## config.mk

```make
export PLATFORM = sky130hd
export DESIGN_NAME = hc_add_arbiter_flat
export DESIGN_NICKNAME = d
export VERILOG_FILES = /design/src/rtl/hc_pkg.sv /design/src/rtl/hc_add_arbiter_if.sv /design/src/rtl/hc_rsp_fifo.sv /design/src/rtl/hc_add_arbiter.sv /design/src/flat_wrapper.sv
export SDC_FILE = /design/constraint.sdc
export NUM_CORES = 1
export LEC_CHECK = 0
export CAP_MARGIN = 20
export CORE_MARGIN = 10
export CORE_UTILIZATION = 45
export CTS_BUF_LIST = sky130_fd_sc_hd__clkbuf_16
export CTS_CLUSTER_DIAMETER = 50
export DETAILED_ROUTE_END_ITERATION = 8
export GPL_ROUTABILITY_DRIVEN = 1
export PLACE_DENSITY = 0.74
export RECOVER_POWER = 25
export SLEW_MARGIN = 20
export SYNTH_ARGS = -nofsm -noshare
export SYNTH_HDL_FRONTEND = slang
export SYNTH_HIERARCHICAL = 1
export SYNTH_SLANG_ARGS = --single-unit
```

## constraint.sdc

```tcl
create_clock -name clk -period 9.1 [get_ports clk]
set_clock_uncertainty 0.05 [all_clocks]
set_input_delay 1.82 -clock clk [delete_from_list [all_inputs] [get_ports clk]]
set_output_delay 1.82 -clock clk [all_outputs]
set_load 0.01 [all_outputs]
```

## src/rtl/hc_pkg.sv

```systemverilog
// Shared types, constants and the round-robin pick helper for the adder arbiter.
package hc_pkg;

   localparam int HC_WIDTH   = 16;
   localparam int HC_ADD_LAT = 7;
   localparam int HC_NUM_REQ = 4;
   localparam int HC_IDW     = $clog2(HC_NUM_REQ);

   // One response FIFO entry: who asked, and what the adder produced.
   typedef struct packed {
      logic [HC_IDW-1:0]   id;
      logic [HC_WIDTH-1:0] sum;
      logic                cout;
   } hc_rsp_t;

   // Returns {found, idx}: the first set bit of valid at or after ptr,
   // searching cyclically.
   function automatic logic [HC_IDW:0] rr_pick(input logic [HC_NUM_REQ-1:0] valid,
                                               input logic [HC_IDW-1:0]     ptr);
      logic              found;
      logic [HC_IDW-1:0] idx;
      int                c;
      found = 1'b0;
      idx   = '0;
      for (int k = 0; k < HC_NUM_REQ; k++) begin
         c = (int'(ptr) + k) % HC_NUM_REQ;
         if (!found && valid[c]) begin
            found = 1'b1;
            idx   = c[HC_IDW-1:0];
         end
      end
      return {found, idx};
   endfunction

endpackage

```

## src/rtl/hc_add_arbiter_if.sv

```systemverilog
// Requester, adder and response buses of the shared-adder arbiter.
interface hc_add_arbiter_if #(
   parameter int NUM_REQ = hc_pkg::HC_NUM_REQ,
   parameter int WIDTH   = hc_pkg::HC_WIDTH
);
   localparam int IDW = $clog2(NUM_REQ);

   logic [NUM_REQ-1:0]            req_valid;
   logic [NUM_REQ-1:0]            req_ready;
   logic [NUM_REQ-1:0][WIDTH-1:0] req_a;
   logic [NUM_REQ-1:0][WIDTH-1:0] req_b;
   logic [NUM_REQ-1:0]            req_cin;

   logic [WIDTH-1:0]              add_a;
   logic [WIDTH-1:0]              add_b;
   logic                          add_cin;
   logic [WIDTH-1:0]              add_sum;
   logic                          add_cout;

   logic                          rsp_valid;
   logic                          rsp_ready;
   logic [IDW-1:0]                rsp_id;
   logic [WIDTH-1:0]              rsp_sum;
   logic                          rsp_cout;

   // Requesters, adder and response consumer.
   modport master (
      output req_valid, req_a, req_b, req_cin, add_sum, add_cout, rsp_ready,
      input  req_ready, add_a, add_b, add_cin, rsp_valid, rsp_id, rsp_sum, rsp_cout
   );

   // The arbiter itself.
   modport slave (
      input  req_valid, req_a, req_b, req_cin, add_sum, add_cout, rsp_ready,
      output req_ready, add_a, add_b, add_cin, rsp_valid, rsp_id, rsp_sum, rsp_cout
   );
endinterface

```

## src/rtl/hc_rsp_fifo.sv

```systemverilog
// Response FIFO: flop-based ring, head presented from registers, push and pop
// may coincide at any occupancy.
module hc_rsp_fifo
   import hc_pkg::*;
#(
   parameter int DEPTH = 8
) (
   input  logic                       clk,
   input  logic                       rst_n,
   input  logic                       push,
   input  hc_rsp_t                    din,
   input  logic                       pop,
   output logic                       dout_valid,
   output hc_rsp_t                    dout,
   output logic [$clog2(DEPTH+1)-1:0] count
);
   localparam int PW = (DEPTH > 1) ? $clog2(DEPTH) : 1;
   localparam int CW = $clog2(DEPTH + 1);

   hc_rsp_t       mem [DEPTH];
   logic [PW-1:0] wr_ptr_q, wr_ptr_d;
   logic [PW-1:0] rd_ptr_q, rd_ptr_d;
   logic [CW-1:0] count_q, count_d;
   logic          do_pop;

   function automatic logic [PW-1:0] bump(input logic [PW-1:0] p);
      return (p == PW'(DEPTH - 1)) ? '0 : p + PW'(1);
   endfunction

   // Pointer and occupancy update; a pop on an empty FIFO is ignored.
   always_comb begin
      do_pop   = pop && (count_q != '0);
      wr_ptr_d = push   ? bump(wr_ptr_q) : wr_ptr_q;
      rd_ptr_d = do_pop ? bump(rd_ptr_q) : rd_ptr_q;
      count_d  = count_q + CW'(push) - CW'(do_pop);
   end

   // Control state.
   always_ff @(posedge clk or negedge rst_n) begin
      if (!rst_n) begin
         wr_ptr_q <= '0;
         rd_ptr_q <= '0;
         count_q  <= '0;
      end else begin
         wr_ptr_q <= wr_ptr_d;
         rd_ptr_q <= rd_ptr_d;
         count_q  <= count_d;
      end
   end

   // Storage; when full, the slot written is the one being popped.
   always_ff @(posedge clk) begin
      if (push) mem[wr_ptr_q] <= din;
   end

   assign dout_valid = (count_q != '0);
   assign dout       = dout_valid ? mem[rd_ptr_q] : '0;
   assign count      = count_q;

   a_no_overflow: assert property (@(posedge clk) disable iff (!rst_n)
      !(push && (count_q == CW'(DEPTH)) && !do_pop));

endmodule

```

## src/rtl/hc_add_arbiter.sv

```systemverilog
// Round-robin arbiter sharing one fixed-latency pipelined adder; results are
// tagged with the requester ID and queued in a credit-protected FIFO.
module hc_add_arbiter
   import hc_pkg::*;
#(
   parameter int NUM_REQ   = HC_NUM_REQ,
   parameter int WIDTH     = HC_WIDTH,
   parameter int ADD_LAT   = HC_ADD_LAT,
   parameter int RSP_DEPTH = 8
) (
   input  logic            clk,
   input  logic            rst_n,
   hc_add_arbiter_if.slave bus,
   output logic            idle
);
   localparam int IDW = $clog2(NUM_REQ);
   localparam int LW  = $clog2(ADD_LAT + 1);
   localparam int CW  = $clog2(RSP_DEPTH + 1);

   logic [IDW:0]                  pick;
   logic [IDW-1:0]                grant_idx;
   logic [IDW-1:0]                rr_ptr_q, rr_ptr_d;
   logic [NUM_REQ-1:0]            grant;
   logic                          issue, can_issue, pop, wr;
   int                            used;
   logic [WIDTH-1:0]              mux_a, mux_b;
   logic                          mux_cin;
   logic [ADD_LAT-1:0]            vld_q, vld_d;
   logic [ADD_LAT-1:0][IDW-1:0]   id_q, id_d;
   logic [LW-1:0]                 inflight_q, inflight_d;
   logic [CW-1:0]                 fifo_count;
   logic                          head_valid;
   hc_rsp_t                       wr_data, head;

   // Credits and arbitration; a pop this cycle frees its slot for an issue
   // this cycle, which keeps back-to-back throughput with the consumer ready.
   always_comb begin
      pop       = head_valid & bus.rsp_ready;
      used      = int'(fifo_count) + int'(inflight_q) - int'(pop);
      can_issue = (used < RSP_DEPTH);
      pick      = rr_pick(bus.req_valid, rr_ptr_q);
      grant_idx = pick[IDW-1:0];
      issue     = can_issue & pick[IDW];
      grant     = '0;
      if (issue) grant[grant_idx] = 1'b1;
      rr_ptr_d  = rr_ptr_q;
      if (issue) rr_ptr_d = (grant_idx == IDW'(NUM_REQ - 1)) ? '0 : grant_idx + IDW'(1);
   end

   // Granted requester's operands to the adder, zeros when nothing issues.
   always_comb begin
      mux_a   = '0;
      mux_b   = '0;
      mux_cin = 1'b0;
      if (issue) begin
         mux_a   = bus.req_a[grant_idx];
         mux_b   = bus.req_b[grant_idx];
         mux_cin = bus.req_cin[grant_idx];
      end
   end

   // Tag pipe mirrors the adder latency; the last stage marks a valid result.
   always_comb begin
      vld_d      = {vld_q[ADD_LAT-2:0], issue};
      id_d       = {id_q[ADD_LAT-2:0], grant_idx};
      wr         = vld_q[ADD_LAT-1];
      wr_data    = '{id: id_q[ADD_LAT-1], sum: bus.add_sum, cout: bus.add_cout};
      inflight_d = inflight_q + LW'(issue) - LW'(wr);
   end

   // Arbiter pointer, tag pipe and in-flight count; reset drops in-flight ops.
   always_ff @(posedge clk or negedge rst_n) begin
      if (!rst_n) begin
         rr_ptr_q   <= '0;
         vld_q      <= '0;
         id_q       <= '0;
         inflight_q <= '0;
      end else begin
         rr_ptr_q   <= rr_ptr_d;
         vld_q      <= vld_d;
         id_q       <= id_d;
         inflight_q <= inflight_d;
      end
   end

   hc_rsp_fifo #(.DEPTH(RSP_DEPTH)) u_fifo (
      .clk        (clk),
      .rst_n      (rst_n),
      .push       (wr),
      .din        (wr_data),
      .pop        (pop),
      .dout_valid (head_valid),
      .dout       (head),
      .count      (fifo_count)
   );

   assign bus.req_ready = grant;
   assign bus.add_a     = mux_a;
   assign bus.add_b     = mux_b;
   assign bus.add_cin   = mux_cin;
   assign bus.rsp_valid = head_valid;
   assign bus.rsp_id    = head.id;
   assign bus.rsp_sum   = head.sum;
   assign bus.rsp_cout  = head.cout;
   assign idle          = (inflight_q == '0) && (fifo_count == '0);

endmodule
```

## src/flat_wrapper.sv

```systemverilog
// flat-port wrapper written by rule: the top's interface ports become plain ports
module hc_add_arbiter_flat import hc_pkg::*;
#(
   parameter int NUM_REQ   = HC_NUM_REQ,
   parameter int WIDTH     = HC_WIDTH,
   parameter int ADD_LAT   = HC_ADD_LAT,
   parameter int RSP_DEPTH = 8
)
  (clk, rst_n, idle, bus_req_valid, bus_req_a, bus_req_b, bus_req_cin, bus_add_sum, bus_add_cout, bus_rsp_ready, bus_req_ready, bus_add_a, bus_add_b, bus_add_cin, bus_rsp_valid, bus_rsp_id, bus_rsp_sum, bus_rsp_cout);
  hc_add_arbiter_if #(.NUM_REQ(NUM_REQ), .WIDTH(WIDTH)) bus_i ();
  input  logic clk;
  input  logic rst_n;
  output logic idle;
  input wire logic [$bits(bus_i.req_valid)-1:0] bus_req_valid;
  input wire logic [$bits(bus_i.req_a)-1:0] bus_req_a;
  input wire logic [$bits(bus_i.req_b)-1:0] bus_req_b;
  input wire logic [$bits(bus_i.req_cin)-1:0] bus_req_cin;
  input wire logic [$bits(bus_i.add_sum)-1:0] bus_add_sum;
  input wire logic [$bits(bus_i.add_cout)-1:0] bus_add_cout;
  input wire logic [$bits(bus_i.rsp_ready)-1:0] bus_rsp_ready;
  output wire logic [$bits(bus_i.req_ready)-1:0] bus_req_ready;
  output wire logic [$bits(bus_i.add_a)-1:0] bus_add_a;
  output wire logic [$bits(bus_i.add_b)-1:0] bus_add_b;
  output wire logic [$bits(bus_i.add_cin)-1:0] bus_add_cin;
  output wire logic [$bits(bus_i.rsp_valid)-1:0] bus_rsp_valid;
  output wire logic [$bits(bus_i.rsp_id)-1:0] bus_rsp_id;
  output wire logic [$bits(bus_i.rsp_sum)-1:0] bus_rsp_sum;
  output wire logic [$bits(bus_i.rsp_cout)-1:0] bus_rsp_cout;
  assign bus_i.req_valid = bus_req_valid;
  assign bus_i.req_a = bus_req_a;
  assign bus_i.req_b = bus_req_b;
  assign bus_i.req_cin = bus_req_cin;
  assign bus_i.add_sum = bus_add_sum;
  assign bus_i.add_cout = bus_add_cout;
  assign bus_i.rsp_ready = bus_rsp_ready;
  assign bus_req_ready = bus_i.req_ready;
  assign bus_add_a = bus_i.add_a;
  assign bus_add_b = bus_i.add_b;
  assign bus_add_cin = bus_i.add_cin;
  assign bus_rsp_valid = bus_i.rsp_valid;
  assign bus_rsp_id = bus_i.rsp_id;
  assign bus_rsp_sum = bus_i.rsp_sum;
  assign bus_rsp_cout = bus_i.rsp_cout;
  hc_add_arbiter #(.NUM_REQ(NUM_REQ), .WIDTH(WIDTH), .ADD_LAT(ADD_LAT), .RSP_DEPTH(RSP_DEPTH)) u_core (.clk(clk), .rst_n(rst_n), .bus(bus_i), .idle(idle));
endmodule
```

After elaboration in Yosys (flattened, before gate mapping):

Memory sizes are Yosys's and may differ from the RTL's.
Index checks and enable logic that the tools add are counted.

* register bits: 36
* RAM bits: 152
* bits of input ports: 156
* word-level logic and storage cells: 93
* memories kept: 1

* add/subtract/negate cells: 12
* magnitude comparators: 7
* equality and inequality tests: 3
* muxes and demuxes: 37
* bitwise gates (word level): 5
* reduce and logical (&&, ||, !) cells: 15

Memory list
* u_core.u_fifo.mem: depth 8, width 19, read ports 1, clocked after Yosys merged registers in 0, wr ports 1, line hc_rsp_fifo.sv:20 `hc_rsp_t mem [DEPTH];`

Operators by type and width (count)
* 16-bit binary-select mux with 2-bit select: 2
* 16-bit two-way mux: 4
* 32-bit by 5-bit less-than comparator with 1-bit output (second input constant): 1
* 32-bit by 2-bit subtractor with 32-bit output: 1
* 19-bit two-way mux: 1
* 1-bit two-way mux: 16
* 3-bit by 4-bit less-than comparator with 1-bit output (second input constant): 3
* 1-bit binary-select mux with 2-bit select: 5
* 2-bit two-way mux: 5
* 3-bit by 1-bit adder with 3-bit output (second input constant): 2
* 3-bit equality test (second input constant): 2
* 1-bit logical AND: 6
* 2-bit by 3-bit less-than comparator with 1-bit output (second input constant): 2
* 3-bit two-way mux: 2
* 2-bit OR reduction: 3
* 4-bit by 3-bit adder with 5-bit output: 1
* 2-bit by 1-bit adder with 2-bit output (second input constant): 2
* 2-bit adder (second input constant): 2
* 4-bit by 1-bit adder with 4-bit output: 1
* 4-bit logical NOT: 1
* 4-bit two-way mux: 1
* 4-bit nonzero test: 1
* 4-bit by 1-bit subtractor with 4-bit output: 1
* 3-bit by 1-bit adder with 3-bit output: 1
* other kinds (8): 13

Depth between registers and ports, before layout:

Gate-level depths: netlist of run 1.

* depth in word-level cells: 19
* depth in mapped cells: 17

Cells and area by module:

Netlist of run 1, hierarchy kept.

By module, submodules not included
* hc_rsp_fifo: times used 1, cells each 281, area an instance 6293.5 um^2, sequential area each 4814.6 um^2
* hc_add_arbiter: times used 1, cells each 295, area an instance 2483.6 um^2, sequential area each 650.6 um^2

Worst setup path after synthesis of run 1:

Ideal clock, no wire load.

* path type: input port to output port
* start point: input bus_rsp_ready
* end point: output bus_add_b[10]
* arrival time: 3.592 ns
* data required time: 7.230 ns
* path slack: 3.638 ns
* stages on the path: 10
* path through: and2_1 > ha_1 > inv_1 > ha_1 > nand4b_1 > nand2_1 > a211o_1 > a31o_2 > clkbuf_1 > a311oi_1

* cells in the longest elaborated chain, start to end: 5

RTL lines
* start: declaration: line flat_wrapper.sv:20 `input wire logic [$bits(bus_i.rsp_ready)-1:0] bus_rsp_ready;`
* 1-bit AND: line hc_add_arbiter.sv:38 `pop = head_valid & bus.rsp_ready;`
* 32-bit by 2-bit subtractor with 32-bit output: line hc_add_arbiter.sv:39 `used = int'(fifo_count) + int'(inflight_q) - int'(pop);`
* 32-bit by 5-bit less-than comparator with 1-bit output: line hc_add_arbiter.sv:40 `can_issue = (used < RSP_DEPTH);`
* 1-bit AND: line hc_add_arbiter.sv:43 `issue = can_issue & pick[IDW];`
* 16-bit two-way mux: line hc_add_arbiter.sv:55 `if (issue) begin`
* end: declaration: line flat_wrapper.sv:23 `output wire logic [$bits(bus_i.add_b)-1:0] bus_add_b;`

Every way passes these cells.

Final worst setup path of run 1:

* start point: input bus_req_valid[1]
* end point: output bus_add_a[9]

* cells in the longest elaborated chain, start to end: 15
* elaborated cells between the ends (all ways): 29
* classes of those cells: mux (22); bitwise (1); reduce/logical (6)

RTL lines
* start: declaration: line flat_wrapper.sv:14 `input wire logic [$bits(bus_i.req_valid)-1:0] bus_req_valid;`
* 1-bit binary-select mux with 2-bit select: line hc_pkg.sv:27 `if (!found && valid[c]) begin`
* 1-bit two-way mux (implied by the code): line hc_pkg.sv:27
* 1-bit two-way mux: line hc_pkg.sv:27
* 1-bit logical NOT: line hc_pkg.sv:27
* 1-bit logical AND: line hc_pkg.sv:27
* 1-bit two-way mux: line hc_pkg.sv:27
* 1-bit logical NOT: line hc_pkg.sv:27
* 1-bit logical AND: line hc_pkg.sv:27
* 1-bit two-way mux: line hc_pkg.sv:27
* 1-bit logical NOT: line hc_pkg.sv:27
* 1-bit logical AND: line hc_pkg.sv:27
* 2-bit two-way mux: line hc_pkg.sv:27
* 16-bit binary-select mux with 2-bit select: line hc_add_arbiter.sv:56 `mux_a = bus.req_a[grant_idx];`
* 16-bit two-way mux (implied by the code): line hc_add_arbiter.sv:56
* 16-bit two-way mux (*): line hc_add_arbiter.sv:55
* end: declaration: line flat_wrapper.sv:22 `output wire logic [$bits(bus_i.add_a)-1:0] bus_add_a;`

Every way passes the cells marked *; elsewhere a longest branch is shown, timed or not. The select of a mux whose other input is x is not followed.

==> reports/metrics.yaml, run 1 <==
timing:
  min_period_ps: 6970
  final-hold-violation-count: 0
  tightestPinTransition_ps: 1472
  max-slew-margin-rel: 0.01890
  slew_violations: 0
  finalSetupViolCount: 0
  max_freq_ghz: 0.1435
  timing.final.ws_setup_ps: 2130
  setup_tns_ps: 0
  rsz0062_at_grt: "false"
  period_share: 0.7660
routing:
  vias: 5850
  wire_per_inst_um: 21.59
  viasPerCell: 5.540
  drt_iter0_drc: 328
  drcViolationCount: 0
  ant_nets: 0
  totalWireLength_mm: 22.80
  dr.pass1.iters: 4
setup_path:
  cpPeakStageDelay_ps: 550
  path_cells: "clkdlybuf4s50_1 -> nand2b_4 -> o221ai_4 -> buf_4 -> nand2_2 -> buf_12 -> a211oi_1 -> a311oi_1 -> clkdlybuf4s50_1"
  cp_top_family: "buffers and inverters"
  worstSetupStartpointType: "primary input"
  critical-path-slowest-cell: "clkdlybuf4s50_1"
  crit_top_cell: "clkdlybuf4s50_1"
  arrival_ps: 5100
  endpoint_kind: "primary output"
  r2r_start: "u_core/u_fifo/count[3]"
  r2r-end: "u_core/inflight_q[2]"
  path_buf_inv: 4
  critPathMaxFanout: 67
  r2r.worst_path.cells: 16
  path_class: "primary input to primary output"
  critPathRequiredTime_ps: 7230
  r2r_setup_slack_ps: 5000
clock_network:
  cts_sinks: 188
  cts_tree: "built"
  clk_latency_ps: 430
  h-tree-depth: 4
  cts.path.max_buffers: 2
  clk_pin_slew_worst_paths_ps: 70
  numCtsBuffers: 17
  postCtsSetupRepairBufs: 0
  cts_resized: 0
  cts-root-buf: "clkbuf_16"
  postCtsHoldBufs: 0
global_routing:
  grt_antenna_before_repair: 0
  grt_pass1_vias: 6565
  grt_max_degree: 68
  grt_pass1_wl_mm: 35.98
  overflow: 0
  grt_util_all_layers: 0.1781
final_layout:
  stdcell_count: 1056
  antennaDiodeCount: 0
  nFillCells: 1418
  seqCellArea_um2: 5466
  multi_input_area_um2: 2910
  fin_nets: 959
  drive_gt1_frac: 0.1365
  area_growth_pct: 33.69
placed_design:
  gp_congestion: 0.9558
  port_buffers: 213
  dp_cells: 1024
  dp_hpwl_mm: 16.03
  dp_slack_ps: 2155
floorplanning:
  core_um2: 19330
  die_area_um2: 25490
  die_h_um: 159.7
  die_w_um: 159.7
  ios: 214
  initial_core_util: 0.4540
  num_rows: 51
yosys:
  ys_seq_area_frac: 0.6227
  ys_top_cells_by_area: "edfxtp_1, dfrtp_1, mux4_2"
  netlist.top_cell.by_area: "edfxtp_1"
  synthTopCellsByCount: "edfxtp_1, nand2_1, mux4_2"
  synth_top_area_share: 0.5200
  syn_area_um2: 8777
  synthCells: 576
  synth-seq-cells: 188
  async_reset_ff_frac: 0.1915
  synth_fp_nets: 757
  synthFlopType: "edfxtp_1"
  ys_warn_count: 6
  syn_avg_cell_area_um2: 15.24
  synth_edf_count: 152
  yosys.cell_count.top_type: "edfxtp_1"
  synth_cell_type_count: 47
power_and_ir_drop:
  power-per-cell-area_nw_per_um2: 337.2
  ir_drop_v: 0.0001541
  p_leak_uw: 0.004229
outcome:
  status: "finished, final reports clean"
worst_hold_path:
  hold_path.class: "register to register"
  hold_path_depth: 0
  min_delay_worst_endpoint: "u_core/vld_q[5]"
  min-delay-start: "u_core/vld_q[4]"
job:
  maxCapViolations: 0
-- through the flow --
stage	cell area, um^2	utilization	power (uW)	hold WS (ps)
after global routing	11730	0.6069	4214	304.2
after CTS	11760	0.6080	4022	302.3
after global placement	11070	0.5724	3115	282.7
after floorplan	8777	-	2390	281.2
final	11730	0.6069	3956	299.4
after detailed placement	11090	0.5735	3193	284.7
-- worst register-to-register path, delay by kind of cell, from the launching register on --
family	cells	cell delay [ps]
AOI/OAI and AO/OA	1	830
buffers and inverters	3	290
xor gates and xnor gates	2	350
DFF	1	410
and+or+nand+nor	5	890
adders and majority gates	5	1200
-- power by group --
part	internal, uW	switching (uW)
Clock	515	303
Combinational	956	965
Sequential	1120	98.7
-- layout by cell type (no fill, tap or decap), drive strengths merged, types with 6 or more instances in the layout --
master / count
dfrtp: 36
clkbuf: 21
a22o: 19
ha: 23
edfxtp: 152
nor2: 14
nand3: 34
and3: 33
a311oi: 33
mux4: 38
a211oi: 34
buf: 12
inv: 34
nand2: 40
mux2: 6
clkdlybuf4s50: 212
bufinv: 6
-- worst max-delay path by stage --
stage / from / end / slack [ps] / cells after the start
2_1_floorplan: bus_rsp_ready / bus_add_b[10] / 3640 / 10
3_3_place_gp: bus_req_valid[1] / bus_add_a[8] / 1850 / 8
3_5_place_dp: bus_req_valid[1] / bus_add_a[9] / 2160 / 9
4_1_cts: bus_req_valid[1] / bus_add_a[9] / 2160 / 9
5_1_grt: bus_req_valid[1] / bus_add_a[9] / 1960 / 9
6_report: bus_req_valid[1] / bus_add_a[9] / 2130 / 9
-- state kept, by name, summed over array words and instances (netlist names) --
register and cells:
u_core/u_fifo/mem 152, u_core/id_d 12, u_core/vld_q 7, u_core/u_fifo/count 4, u_core/inflight_q 3, u_core/u_fifo/rd_ptr_q 3
u_core/u_fifo/wr_ptr_q 3, u_core/id_q 2, u_core/rr_ptr_q 2
-- metal layers --
| layer | GRT usage | wire length (um) | up-vias |
|---|---|---|---|
| met5 | 0 | 0 | - |
| li1 | - | - | 2676 |
| met1 | 0.1961 | 8470 | 2900 |
| met4 | 0.06361 | 498 | 0 |
| met3 | 0.06067 | 1812 | 38 |
| met2 | 0.3131 | 12020 | 236 |
-- area by class of cell --
class,instances,area share
timing repair buffer,228,0.1907
tap,265,0.02826
clock inverter,15,0.02069
sequential,188,0.4659
clock buffer,17,0.03625
inverter,32,0.01024
multi-input combinational,311,0.2480
-- kinds of logic (layout without fill, tap and decap cells) --
logic type / count (synthesis) / in the layout / synth area share
AND/OR/NAND/NOR: 140 / 140 / 0.08168
adder cells (fa/ha/maj): 25 / 25 / 0.03735
buffers and inverters: 77 / 292 / 0.04847
AO/OA/AOI/OAI: 97 / 97 / 0.09950
multiplexers: 45 / 45 / 0.1063
XOR/XNOR: 4 / 4 / 0.003992
flip-flops: 188 / 188 / 0.6227
Power figures use the tool's default switching activity.
==> run 2: changes to the inputs <==
Settings changed: PLACE_DENSITY 0.74 to 0.77.
Clock period 9.1 ns to 6.3 ns, I/O delays scaled along.
==> reports/metrics.yaml, run 2 (synthesis results as in run 1) <==
setup_path:
  arrival_ps: 4260  # was 5100 ps
  path_buf_inv: 4  # unchanged
  startpoint: "bus_rsp_ready"  # was bus_req_valid[1]
  r2r-end: "u_core/inflight_q[2]"  # unchanged
  cp_top_family: "buffers and inverters"  # unchanged
  path_class: "primary input to primary output"  # unchanged
  worstSetupStartpointType: "primary input"  # unchanged
  cpPeakStageDelay_ps: 610  # was 550 ps
  path_cells: "clkdlybuf4s50_1 -> and2_1 -> ha_1 -> inv_1 -> ha_1 -> nand4b_1 -> nand2_1 -> a211o_1 -> a31o_2 -> buf_4 -> a311oi_1 -> clkdlybuf4s50_1"  # was clkdlybuf4s50_1 -> nand2b_4 -> o221ai_4 -> buf_4 -> nand2_2 -> buf_12 -> a211oi_1 -> a311oi_1 -> clkdlybuf4s50_1
  critPathMaxFanout: 21  # was 67
  endpoint_kind: "primary output"  # unchanged
  r2r.worst_path.cells: 17  # was 16
  critical-path-slowest-cell: "clkdlybuf4s50_1"  # unchanged
  r2r_setup_slack_ps: 2560  # was 5000 ps
  r2r_start: "u_core/u_fifo/count[2]"  # was u_core/u_fifo/count[3]
  critPathRequiredTime_ps: 4990  # was 7230 ps
timing:
  min_period_ps: 5569
  max_freq_ghz: 0.1796
  finalSetupViolCount: 0  # unchanged
  rsz0062_at_grt: "false"  # unchanged
  slew_violations: 0  # unchanged
  setup_tns_ps: 0  # unchanged
  timing.final.ws_setup_ps: 730.7  # was 2130 ps
  max-slew-margin-rel: 0.02693  # was 0.01890
  period_share: 0.8840
  tightestPinTransition_ps: 1460  # was 1472 ps
  final-hold-violation-count: 0  # unchanged
floorplanning:
  ios: 214  # unchanged
  core_um2: 19330  # unchanged
  die_w_um: 159.7  # unchanged
  initial_core_util: 0.4540  # unchanged
  die_area_um2: 25490  # unchanged
  die_h_um: 159.7  # unchanged
  num_rows: 51  # unchanged
routing:
  drt_iter0_drc: 360  # was 328
  wire_per_inst_um: 21.41  # was 21.59 um
  viasPerCell: 5.529  # was 5.540
  vias: 5916  # was 5,850
  totalWireLength_mm: 22.91  # was 22.80 mm
  ant_nets: 0  # unchanged
  drcViolationCount: 0  # unchanged
  dr.pass1.iters: 5  # was 4
worst_hold_path:
  hold_path.class: "register to register"  # unchanged
  min_delay_worst_endpoint: "u_core/vld_q[1]"  # was u_core/vld_q[5]
  min-delay-start: "u_core/vld_q[0]"  # was u_core/vld_q[4]
  hold_path_depth: 0  # unchanged
power_and_ir_drop:
  power-per-cell-area_nw_per_um2: 476.5  # was 337.2 nW/um^2
  intPower_uw: 3617  # was 2589 uW
  p_leak_uw: 0.004248  # was 0.004229 uW
  netSwitchingPower_uw: 1963  # was 1367 uW
  power_uw: 5580  # was 3956 uW
  p_sw_frac: 0.3519  # was 0.3456
  p_clk_frac: 0.179  # was 0.207
  share_seq_of_total_power: 0.319  # was 0.308
  ir_drop_v: 0.0002962  # was 0.0001541 V
  combPwrFrac: 0.502  # was 0.486
clock_network:
  cts_resized: 0  # unchanged
  h-tree-depth: 4  # unchanged
  clk_latency_ps: 420  # was 430 ps
  cts_tree: "built"  # unchanged
  numCtsBuffers: 17  # unchanged
  postCtsSetupRepairBufs: 0  # unchanged
  cts_sinks: 188  # unchanged
  cts.path.max_buffers: 2  # unchanged
  postCtsHoldBufs: 0  # unchanged
  clk_pin_slew_worst_paths_ps: 60  # was 70 ps
  cts-root-buf: "clkbuf_16"  # unchanged
global_routing:
  grt_max_degree: 44  # was 68
  grt_antenna_before_repair: 2  # was 0
  grt_util_all_layers: 0.1774  # was 0.1781
  overflow: 0  # unchanged
  grt_pass1_wl_mm: 35.82  # was 35.98 mm
  grt_pass1_vias: 6427  # was 6,565
final_layout:
  final_common_cell: "clkdlybuf4s50_1"  # unchanged
  drive_gt1_frac: 0.1407  # was 0.1365
  top_register: "u_core/u_fifo/mem"  # unchanged
  layout_common_cells: "clkdlybuf4s50_1, edfxtp_1, nand2_1, mux4_2, inv_1"  # was clkdlybuf4s50_1, edfxtp_1, nand2_1, mux4_2, dfrtp_1
  area_growth_pct: 33.41  # was 33.69%
  largest_reg_flops: 152  # unchanged
  fin_nets: 971  # was 959
placed_design:
  dp_slack_ps: 739.9  # was 2155 ps
  dp_hpwl_mm: 16.41  # was 16.03 mm
  gp_congestion: 0.9410  # was 0.9558
  port_buffers: 213  # unchanged
outcome:
  status: "finished, final reports clean"  # unchanged
job:
  maxCapViolations: 0  # unchanged
[run 2: cell count changes in the layout (fill, tap and decap cells not counted), moves of 2 or more]
cell       delta
bufinv_16     -4
buf_4        +13
inv_1         +5
diode_2       +2
[run 2: power by group through the flow]
stage          Sequential (uW)  Combinational, uW  Clock, uW
4_1_cts                   1780               2840       1020
5_1_grt                   1820               3050       1070
2_1_floorplan             1710               1740          0
3_5_place_dp              1800               2830          0
3_3_place_gp              1780               2740          0
6_report                  1780               2800        998
[run 2: worst max path at each step]
| stage | endpoint | slack, ps | cells past startpoint |
|---|---|---|---|
| 6_report | bus_add_b[3] | 730 | 12 |
| 5_1_grt | bus_add_b[8] | 540 | 12 |
| 4_1_cts | bus_add_b[6] | 730 | 12 |
| 3_5_place_dp | bus_add_b[6] | 740 | 12 |
| 3_3_place_gp | bus_add_b[8] | 800 | 12 |
| 2_1_floorplan | bus_add_b[10] | 1960 | 10 |
[run 2: cell type report]
type	instances	area, um^2
Clock buffer	17	425.4
Inverter	32	120.1
Timing Repair Buffer	240	2320
Multi-Input combinational cell	311	2905
Fill cell	1457	7625
Antenna cell	2	5.005
Tap cell	265	331.6
Sequential cell	188	5469
Clock inverter	15	133.9
[run 2: per-stage QoR]
step	instance area, um^2	hold WS (ps)	cells	util
detailed placement	11170	284.7	1036	0.5776
global route	11710	305.2	1070	0.6056
CTS	11730	300.0	1068	0.6065
finish	11710	300.1	1070	0.6056
global placement	11170	282.2	1036	0.5776
floorplan	8777	281.2	576	-
[run 2: routing by layer]
layer	global-route usage	vias to the layer above	routed length [um]	share of wire
li1	-	2698	-	-
met1	0.2029	2941	8813	0.38
met2	0.3019	244	11740	0.51
met3	0.05964	33	1809	0.079
met4	0.06824	0	552	0.024
met5	0	-	0	0
